**src/rtl/cpu_control_unit.sv**
```systemverilog
// cpu_control_unit: hardwired Moore control sequencer for the 32-bit datapath.
// Fetches an instruction in T0-T2, latches its opcode, then steps the execute
// T-states one per clock. Every datapath strobe is a decode of the current
// state and the latched opcode. The one exception is PCin in the branch T6
// state, which also follows ConFFQ.
//
// The IR input must already hold the fetched instruction while the sequencer
// is in T2. nop and halt are resolved in that cycle, and the opcode register
// samples IR on the T2->T3 edge.
module cpu_control_unit #(
    parameter int unsigned RESET_CYCLES = 1,
    parameter int unsigned OPC_LSB      = 27
) (
    input  logic        clock,
    input  logic        clear,
    input  logic [31:0] IR,
    input  logic        ConFFQ,
    input  logic        run,
    output logic        dp_clear,
    output logic        PCin,
    output logic        PCout,
    output logic        IncPC,
    output logic        MARin,
    output logic        MDRin,
    output logic        MDRout,
    output logic        MDMuxread,
    output logic        IRin,
    output logic        Yin,
    output logic        Zhighin,
    output logic        Zlowin,
    output logic        Zhighout,
    output logic        Zlowout,
    output logic        HIin,
    output logic        LOin,
    output logic        HIout,
    output logic        LOout,
    output logic        ADD,
    output logic        SUB,
    output logic        MUL,
    output logic        DIV,
    output logic        AND,
    output logic        OR,
    output logic        SHR,
    output logic        SHRA,
    output logic        SHL,
    output logic        ROR,
    output logic        ROL,
    output logic        NEG,
    output logic        NOT,
    output logic        Gra,
    output logic        Grb,
    output logic        Grc,
    output logic        Rin,
    output logic        Rout,
    output logic        BAout,
    output logic        CSEout,
    output logic        RAMread,
    output logic        RAMwrite,
    output logic        InPortout,
    output logic        OutPortin,
    output logic        CONin,
    output logic        running,
    output logic        halted,
    output logic        illegal
);

    localparam logic [3:0] S_RST  = 4'd0;
    localparam logic [3:0] S_IDLE = 4'd1;
    localparam logic [3:0] S_T0   = 4'd2;
    localparam logic [3:0] S_T1   = 4'd3;
    localparam logic [3:0] S_T2   = 4'd4;
    localparam logic [3:0] S_T3   = 4'd5;
    localparam logic [3:0] S_T4   = 4'd6;
    localparam logic [3:0] S_T5   = 4'd7;
    localparam logic [3:0] S_T6   = 4'd8;
    localparam logic [3:0] S_T7   = 4'd9;
    localparam logic [3:0] S_HALT = 4'd10;

    localparam logic [4:0] OP_LD   = 5'd0;
    localparam logic [4:0] OP_LDI  = 5'd1;
    localparam logic [4:0] OP_ST   = 5'd2;
    localparam logic [4:0] OP_ADD  = 5'd3;
    localparam logic [4:0] OP_SUB  = 5'd4;
    localparam logic [4:0] OP_AND  = 5'd5;
    localparam logic [4:0] OP_OR   = 5'd6;
    localparam logic [4:0] OP_ROR  = 5'd7;
    localparam logic [4:0] OP_ROL  = 5'd8;
    localparam logic [4:0] OP_SHR  = 5'd9;
    localparam logic [4:0] OP_SHRA = 5'd10;
    localparam logic [4:0] OP_SHL  = 5'd11;
    localparam logic [4:0] OP_ADDI = 5'd12;
    localparam logic [4:0] OP_ANDI = 5'd13;
    localparam logic [4:0] OP_ORI  = 5'd14;
    localparam logic [4:0] OP_MUL  = 5'd15;
    localparam logic [4:0] OP_DIV  = 5'd16;
    localparam logic [4:0] OP_NEG  = 5'd17;
    localparam logic [4:0] OP_NOT  = 5'd18;
    localparam logic [4:0] OP_BR   = 5'd19;
    localparam logic [4:0] OP_IN   = 5'd22;
    localparam logic [4:0] OP_OUT  = 5'd23;
    localparam logic [4:0] OP_MFHI = 5'd24;
    localparam logic [4:0] OP_MFLO = 5'd25;
    localparam logic [4:0] OP_NOP  = 5'd26;
    localparam logic [4:0] OP_HALT = 5'd27;

    localparam logic [3:0] RST_LAST = 4'(RESET_CYCLES - 1);

    logic [3:0] state;
    logic [3:0] state_nxt;
    logic [3:0] rst_cnt;
    logic [4:0] opc;
    logic [4:0] ir_opc;
    logic [3:0] last_st;
    logic [3:0] boundary_st;
    logic       op_alu;
    logic       op_imm;
    logic       op_mem;
    logic       op_muldiv;
    logic       op_negnot;
    logic       op_io;
    logic       op_legal;

    // Only the opcode field matters here; the rest of IR belongs to the datapath.
    logic unused_ir;
    assign unused_ir = ^IR;

    assign ir_opc = IR[OPC_LSB +: 5];

    // Classify the latched opcode into instruction families.
    always_comb begin
        op_alu    = opc inside {[OP_ADD:OP_SHL]};
        op_imm    = opc inside {OP_ADDI, OP_ANDI, OP_ORI};
        op_mem    = opc inside {OP_LD, OP_LDI, OP_ST};
        op_muldiv = opc inside {OP_MUL, OP_DIV};
        op_negnot = opc inside {OP_NEG, OP_NOT};
        op_io     = opc inside {OP_IN, OP_OUT, OP_MFHI, OP_MFLO};
        op_legal  = op_alu | op_imm | op_mem | op_muldiv | op_negnot | op_io
                  | (opc == OP_BR);
    end

    // Last execute state of the latched instruction, i.e. its instruction boundary.
    always_comb begin
        last_st = S_T3;
        if (op_alu || op_imm || opc == OP_LDI) begin
            last_st = S_T5;
        end else if (opc == OP_LD || opc == OP_ST) begin
            last_st = S_T7;
        end else if (op_muldiv || opc == OP_BR) begin
            last_st = S_T6;
        end else if (op_negnot) begin
            last_st = S_T4;
        end
    end

    assign boundary_st = run ? S_T0 : S_IDLE;

    // Next-state sequencing: reset hold, idle, fetch, execute and halt.
    always_comb begin
        state_nxt = state;
        case (state)
            S_RST:  if (rst_cnt == RST_LAST) state_nxt = S_IDLE;
            S_IDLE: if (run) state_nxt = S_T0;
            S_T0:   state_nxt = S_T1;
            S_T1:   state_nxt = S_T2;
            S_T2: begin
                if (ir_opc == OP_HALT)     state_nxt = S_HALT;
                else if (ir_opc == OP_NOP) state_nxt = boundary_st;
                else                       state_nxt = S_T3;
            end
            S_T3, S_T4, S_T5, S_T6, S_T7: begin
                if (state == last_st) state_nxt = boundary_st;
                else                  state_nxt = state + 4'd1;
            end
            S_HALT: state_nxt = S_HALT;
            default: state_nxt = S_RST;
        endcase
    end

    // State, reset-hold counter and latched opcode registers.
    // NOTE: sequential state uses non-blocking assignments so every register
    // samples pre-edge values regardless of statement order.
    always_ff @(posedge clock or negedge clear) begin
        if (!clear) begin
            state   <= S_RST;
            rst_cnt <= 4'd0;
            opc     <= 5'd0;
        end else begin
            state   <= state_nxt;
            rst_cnt <= (state == S_RST) ? rst_cnt + 4'd1 : 4'd0;
            if (state == S_T2) opc <= ir_opc;
        end
    end

    // Moore output decode of state and latched opcode.
    // NOTE: every output gets a default before the case so no path leaves one
    // unassigned, which would otherwise infer a latch.
    always_comb begin
        {PCin, PCout, IncPC, MARin, MDRin, MDRout, MDMuxread, IRin, Yin} = '0;
        {Zhighin, Zlowin, Zhighout, Zlowout, HIin, LOin, HIout, LOout} = '0;
        {ADD, SUB, MUL, DIV, AND, OR, SHR, SHRA, SHL, ROR, ROL, NEG, NOT} = '0;
        {Gra, Grb, Grc, Rin, Rout, BAout, CSEout} = '0;
        {RAMread, RAMwrite, InPortout, OutPortin, CONin} = '0;
        dp_clear = (state == S_RST);
        running  = (state >= S_T0) && (state <= S_T7);
        halted   = (state == S_HALT);
        illegal  = 1'b0;
        case (state)
            S_T0: {PCout, MARin, IncPC, Zlowin} = '1;
            S_T1: {Zlowout, PCin, MDMuxread, RAMread, MDRin} = '1;
            S_T2: {MDRout, IRin} = '1;
            S_T3: begin
                if (op_alu || op_imm) begin
                    {Grb, Rout, Yin} = '1;
                end else if (op_mem) begin
                    {Grb, BAout, Yin} = '1;
                end else if (op_muldiv) begin
                    {Gra, Rout, Yin} = '1;
                end else if (op_negnot) begin
                    {Grb, Rout, Zlowin} = '1;
                    NEG = (opc == OP_NEG);
                    NOT = (opc == OP_NOT);
                end else if (opc == OP_BR) begin
                    {Gra, Rout, CONin} = '1;
                end else if (opc == OP_IN) begin
                    {Gra, Rin, InPortout} = '1;
                end else if (opc == OP_OUT) begin
                    {Gra, Rout, OutPortin} = '1;
                end else if (opc == OP_MFHI || opc == OP_MFLO) begin
                    {Gra, Rin} = '1;
                    HIout = (opc == OP_MFHI);
                    LOout = (opc == OP_MFLO);
                end
                illegal = !op_legal;
            end
            S_T4: begin
                if (op_alu) begin
                    {Grc, Rout, Zlowin} = '1;
                    ADD  = (opc == OP_ADD);
                    SUB  = (opc == OP_SUB);
                    AND  = (opc == OP_AND);
                    OR   = (opc == OP_OR);
                    ROR  = (opc == OP_ROR);
                    ROL  = (opc == OP_ROL);
                    SHR  = (opc == OP_SHR);
                    SHRA = (opc == OP_SHRA);
                    SHL  = (opc == OP_SHL);
                end else if (op_imm) begin
                    {CSEout, Zlowin} = '1;
                    ADD = (opc == OP_ADDI);
                    AND = (opc == OP_ANDI);
                    OR  = (opc == OP_ORI);
                end else if (op_mem) begin
                    {CSEout, ADD, Zlowin} = '1;
                end else if (op_muldiv) begin
                    {Grb, Rout, Zhighin, Zlowin} = '1;
                    MUL = (opc == OP_MUL);
                    DIV = (opc == OP_DIV);
                end else if (op_negnot) begin
                    {Zlowout, Gra, Rin} = '1;
                end else if (opc == OP_BR) begin
                    {PCout, Yin} = '1;
                end
            end
            S_T5: begin
                if (op_alu || op_imm || opc == OP_LDI) begin
                    {Zlowout, Gra, Rin} = '1;
                end else if (opc == OP_LD || opc == OP_ST) begin
                    {Zlowout, MARin} = '1;
                end else if (op_muldiv) begin
                    {Zlowout, LOin} = '1;
                end else if (opc == OP_BR) begin
                    {CSEout, ADD, Zlowin} = '1;
                end
            end
            S_T6: begin
                if (opc == OP_LD) begin
                    {MDMuxread, RAMread, MDRin} = '1;
                end else if (opc == OP_ST) begin
                    {Gra, Rout, MDRin} = '1;
                end else if (op_muldiv) begin
                    {Zhighout, HIin} = '1;
                end else if (opc == OP_BR) begin
                    Zlowout = 1'b1;
                    PCin    = ConFFQ;
                end
            end
            S_T7: begin
                if (opc == OP_LD) begin
                    {MDRout, Gra, Rin} = '1;
                end else if (opc == OP_ST) begin
                    RAMwrite = 1'b1;
                end
            end
            default: ;
        endcase
    end

endmodule

```
**config.mk**
```make
export PLATFORM = sky130hd
export DESIGN_NAME = cpu_control_unit
export DESIGN_NICKNAME = d
export VERILOG_FILES = /design/src/rtl/cpu_control_unit.sv
export SDC_FILE = /design/constraint.sdc
export NUM_CORES = 1
export LEC_CHECK = 0
export BUFFER_PORTS_ARGS = -buffer_cell sky130_fd_sc_hd__buf_2
export CAP_MARGIN = 25
export CORE_MARGIN = 5
export CORE_UTILIZATION = 46
export CTS_CLUSTER_SIZE = 30
export DETAILED_ROUTE_END_ITERATION = 10
export GPL_TIMING_DRIVEN = 0
export MAX_ROUTING_LAYER = met4
export PLACE_DENSITY = 0.81
export SYNTH_ARGS = -nofsm -noshare
export SYNTH_HDL_FRONTEND = slang
export SYNTH_SLANG_ARGS = --single-unit
```
**constraint.sdc**
```tcl
create_clock -name clock -period 3.3 [get_ports clock]
set_input_delay 0.99 -clock clock [delete_from_list [all_inputs] [get_ports clock]]
set_output_delay 0.99 -clock clock [all_outputs]
set_load 0.02 [all_outputs]
```
Word-level counts from Yosys, hierarchy flattened:

Cells that the tools add are included.

* flip-flop bits (word level): 13
* bits of input ports: 36
* output and inout bits: 46
* logic and storage cells: 252

* add/sub/neg operators: 2
* magnitude comparators: 4
* equal/unequal tests: 38
* mux-type cells: 181
* bitwise operators: 6
* reductions and logical operators: 18

Operators with widths (count)
* 2-to-1 mux 1 bit: 154
* == test 5 bit, second input constant: 10
* == test 5 x 4 -> 1 bit, second input constant: 8
* 2-to-1 mux 4 bit: 8
* one-hot mux 4 bit (7 select lines): 1
* == test 5 x 3 -> 1 bit, second input constant: 4
* one-hot mux 1 bit (2 select lines): 10
* == test 4 x 3 -> 1 bit, second input constant: 4
* == test 4 bit, second input constant: 3
* one-hot mux 1 bit (4 select lines): 3
* == test 5 x 2 -> 1 bit, second input constant: 2
* adder 4 x 1 -> 4 bit, second input constant: 2
* == test 4 x 2 -> 1 bit, second input constant: 2
* zero test 4 bit: 2
* OR 1 bit: 6
* nonzero test 3 bit: 2
* == test 5 x 1 -> 1 bit, second input constant: 1
* greater-or-equal comparator 5 x 2 -> 1 bit, second input constant: 1
* <= comparator 5 x 4 -> 1 bit, second input constant: 1
* zero test 5 bit: 1
* logical OR 1 bit: 5
* one-hot mux 1 bit (5 select lines): 1
* OR reduction 5 bit: 1
* == test 4 x 1 -> 1 bit, second input constant: 1
* other kinds (13): 16

Longest topological paths before layout:

* word-level depth: 11
* mapped depth: 8
* gate-level depth less buffers: 7

Worst setup path after synthesis:

OpenSTA, ideal clock, no wires.

* path kind: register -> output
* start: register state[0]
* end: output Rout
* arrival time: 2314 ps
* required time: 2310 ps
* setup slack: -4 ps
* cell stages (with the launch flop): 8
* buffers on the path: 1
* path through: dfrtp_1 > inv_1 > ha_1 > clkbuf_1 > nand2_1 > or2_1 > a211oi_1 > or4_1

* longest elaborated chain between the ends: 2
* elaborated cells on any way between the ends: 4
* classes of those cells: eq/ne (3); mux (1)

RTL lines
* start: declaration: line 108 `logic [3:0] state;`
* start signal: assignment: line 188 `state <= state_nxt;`
* == test 4 bit or == test 4 x 3 -> 1 bit (tied branches): line 207 `case (state)`
* one-hot mux 1 bit (3 select lines) *: line 207
* end: declaration: line 54 `output logic Rout,`

Mark *: on every way between the ends. The rest lies on a longest branch, timed or not.

Worst setup path after layout:

* start: register opc[1]
* end: output Rout

* longest elaborated chain between the ends: 9
* elaborated cells on any way between the ends: 35
* classes of those cells: order compare (2); eq/ne (12); mux (14); reduce/logical (7)

RTL lines
* start: declaration: line 111 `logic [4:0] opc;`
* start signal: assignment: line 190 `if (state == S_T2) opc <= ir_opc;`
* == test 5 bit: line 226 `end else if (opc == OP_OUT) begin`
* 2-to-1 mux 1 bit: line 226
* 2-to-1 mux 1 bit: line 224 `end else if (opc == OP_IN) begin`
* 2-to-1 mux 1 bit: line 222 `end else if (opc == OP_BR) begin`
* 2-to-1 mux 1 bit: line 218 `end else if (op_negnot) begin`
* 2-to-1 mux 1 bit: line 216 `end else if (op_muldiv) begin`
* 2-to-1 mux 1 bit: line 214 `end else if (op_mem) begin`
* 2-to-1 mux 1 bit: line 212 `if (op_alu || op_imm) begin`
* one-hot mux 1 bit (3 select lines) *: line 207

Marks and branches as above.

==> run_results.csv <==
group,metric,value,unit
clocking,cts_max_level,1,
setup_path,critPathKind,"register to output port",
setup_path,startpoint_type,"register",
sta,worst_slew_pin_slew,0.4826,ns
grt,grt-ovfl-total,0,
worst_hold_path,hold_path.class,"register to register",
setup_path,critPathTopFamily,"simple AND/OR/NAND/NOR gates",
placed_design,dp_slack,0.03671,ns
sta,fmax,315.1,MHz
worst_hold_path,hold-path-endpoint,"rst_cnt[0]",
setup_path,crit_top_cell,"buf_2",
floorplanning,core_area,3337,µm²
synthesis,ys_top_cells_by_area,"dfrtp_1, nor2_1, nand2_1",
sta,setup_ws,0.1262,ns
sta,hold_viol_final,0,
sta,skew,0.008291,ns
synthesis,synth_ff_type,"dfrtp_1",
clocking,cts_setup_buffers,0,
grt,grt.total_usage,0.2145,
setup_path,r2r_end,"state[1]",
placed_design,place_inst,328,
layout,multi_input_area,1137,µm²
clocking,clockBufferDepth,2,
synthesis,syn_area_per_cell,6.915,µm²
layout,design_area,1949,µm²
power_and_ir_drop,power-per-cell-area,823.8,nW/µm²
synthesis,ys_seq_area_frac,0.2063,
setup_path,crit_required,2.31,ns
layout,mostFrequentLayoutCell,"buf_2",
floorplanning,start_util,0.4724,
sta,max_slew_margin,0.6753,
route,vias,1871,
setup_path,r2r-start,"opc[1]",
setup_path,crit_chain,"buf_2, nand2_2, nor3_1, a21oi_2, nor2_1, or4_1, buf_2",
sta,min_period,3.174,ns
route,avgRoutedWirePerCell,14.59,µm
route,post-route-drc-count,0,
floorplanning,die_y,68.54,µm
synthesis,syn_nets,270,
clocking,cts_tree,"yes",
clocking,cts.sinks,13,
worst_hold_path,hp-start,"rst_cnt[0]",
layout,drive_gt1_frac,0.2908,
placed_design,gp_congestion,0.9382,
placed_design,dp_hpwl,3763,µm
grt,grt_pass1_vias,1614,
layout,syn2layout_area_growth,23.65,%
clocking,clk_latency,0.28,ns
synthesis,postSynthCellCount,228,
synthesis,netlist_area,1577,µm²
placed_design,postPlaceCellArea,1909,µm²
grt,antenna_found_initial,0,
run_status,status,"finished, final reports clean",
setup_path,crit_slowest_cell,"or4_1",
setup_path,cp_data_arrival_time,2.18,ns
setup_path,reg2reg_depth,7,
grt,grt_first_pass_wirelength,7562,µm
synthesis,ys_warn_count,0,
route,via_per_inst,5.704,
layout,final-seq-area,327.8,µm²
floorplanning,rows,21,
grt,grt_start_max_net_pins,14,
floorplanning,io_pins,82,
placed_design,port_buffers,54,
layout,nets,325,
synthesis,synth_top_area_frac,0.2063,
route,drtPass1Iterations,4,
sta,setup_viol,0,
flow_run,cap_violations,0,
sta,finalCritPeriodShare,0.9618,
worst_hold_path,holdPathStages,1,
route,drt_iter0_markers,177,
sta,rsz0062_at_grt,"false",
sta,drv_slew,0,
synthesis,synthArstFlopShare,1.000,
layout,final_cell_mix,"buf_2, nor2_1, nand2_1",
floorplanning,die_w,68.54,µm
route,routed_wl,4785,µm
setup_path,crit_fanout,12,
clocking,cts_inserted_buffers,3,
layout,layout.cells.non_filler,328,
synthesis,synth_edf_count,0,
layout,n_fill_cell,338,
power_and_ir_drop,peakVddDrop,593.3,µV
route,ant_nets,0,
clocking,cts-root-buf,"clkbuf_4",
synthesis,synth_top_area_cell,"dfrtp_1",
floorplanning,die-area,4698,µm²
clocking,path_clk_slew,0.08,ns
setup_path,cp-end-kind,"output port",
synthesis,synth_seq_cells,13,
setup_path,critPathMaxStageDelay,0.49,ns
layout,n_antenna_cell,0,
sta,fin_setup_tns,0,ns
setup_path,cp.buffers_inverters,2,
synthesis,yosys.cell_types.count,55,
setup_path,regToRegSetupSlack,0.93,ns
power_and_ir_drop,p_leak,0.9121,nW
==> layout make-up <==
class / instances / area share
Timing Repair Buffer: 54 / 0.1386
Buffer: 16 / 0.04750
Tap cell: 46 / 0.02953
Clock buffer: 4 / 0.01348
Multi-Input combinational cell: 185 / 0.5834
Sequential cell: 13 / 0.1682
Inverter: 10 / 0.01926
==> report_power, final <==
group          internal, mW  switching, mW
combinational         0.432          0.792
clock                0.0469         0.0495
sequential            0.219         0.0672
total                 0.698          0.908
==> per-layer routing <==
metal  GRT usage  vias to the layer above  wire (µm)  part of all wire
met4     0.05459                        0         44            0.0092
met2      0.3468                       86       2295              0.48
li1            -                      914          -                 -
met3     0.02593                        4        375             0.078
met1      0.2841                      867       2069              0.43
met5           -                        -          0                 0
==> registers in the layout, summed over array words and instances (netlist names) <==
register / flops
opc: 5
rst_cnt: 4
state: 4
==> metrics by stage <==
| step | util | hold slack (ns) | power (mW) |
|---|---|---|---|
| floorplan | - | 0.4532 | 1.172 |
| global placement | 0.5722 | 0.4819 | 1.458 |
| detailed placement | 0.5722 | 0.4906 | 1.472 |
| CTS | 0.5789 | 0.5007 | 1.580 |
| global route | 0.5842 | 0.5321 | 1.746 |
| finish | 0.5842 | 0.4984 | 1.606 |
==> cell families after synthesis <==
kind of cell / count (synthesis) / share of synthesized area
compound gates: 60 / 0.2683
xor+xnor: 5 / 0.02778
fa+ha+maj: 6 / 0.04762
buf+inv: 30 / 0.09047
flops: 13 / 0.2063
mux: 5 / 0.03413
simple gates: 109 / 0.3254
==> Yosys cell counts, types with 2 or more instances <==
cell type	instances
or3b_1	2
buf_4	3
dfrtp_1	13
nand2b_1	4
a31oi_1	2
o21ai_1	3
o21a_1	3
nor3_1	12
nand3_1	8
ha_1	6
o221ai_1	2
xnor2_1	4
o31ai_1	3
a21oi_1	8
clkbuf_1	12
nor2_1	35
nor2b_1	2
o21ai_0	13
nand2_1	29
mux2i_1	2
mux2_1	3
inv_1	9
buf_6	2
nor4_1	2
buf_2	3
o22ai_1	9
or3_1	2
and2_1	5
==> worst max-delay path by stage <==
stage,cells past startpoint,end,from
after floorplan,7,Rout,state[0]
after global placement,8,Rout,opc[1]
after detailed placement,8,Rout,opc[1]
after CTS,6,Rout,opc[0]
after global routing,8,CSEout,state[3]
final,7,Rout,opc[1]
==> repair_timing <==
action | in CTS | in global routing
setup endpoints to repair | 7 | 9
hold endpoints to repair | 0 | 0
hold buffers | 0 | 0
resized for setup | 4 | 8
pin swaps | 0 | 0
No activity file was read; power rests on OpenSTA's default activity.
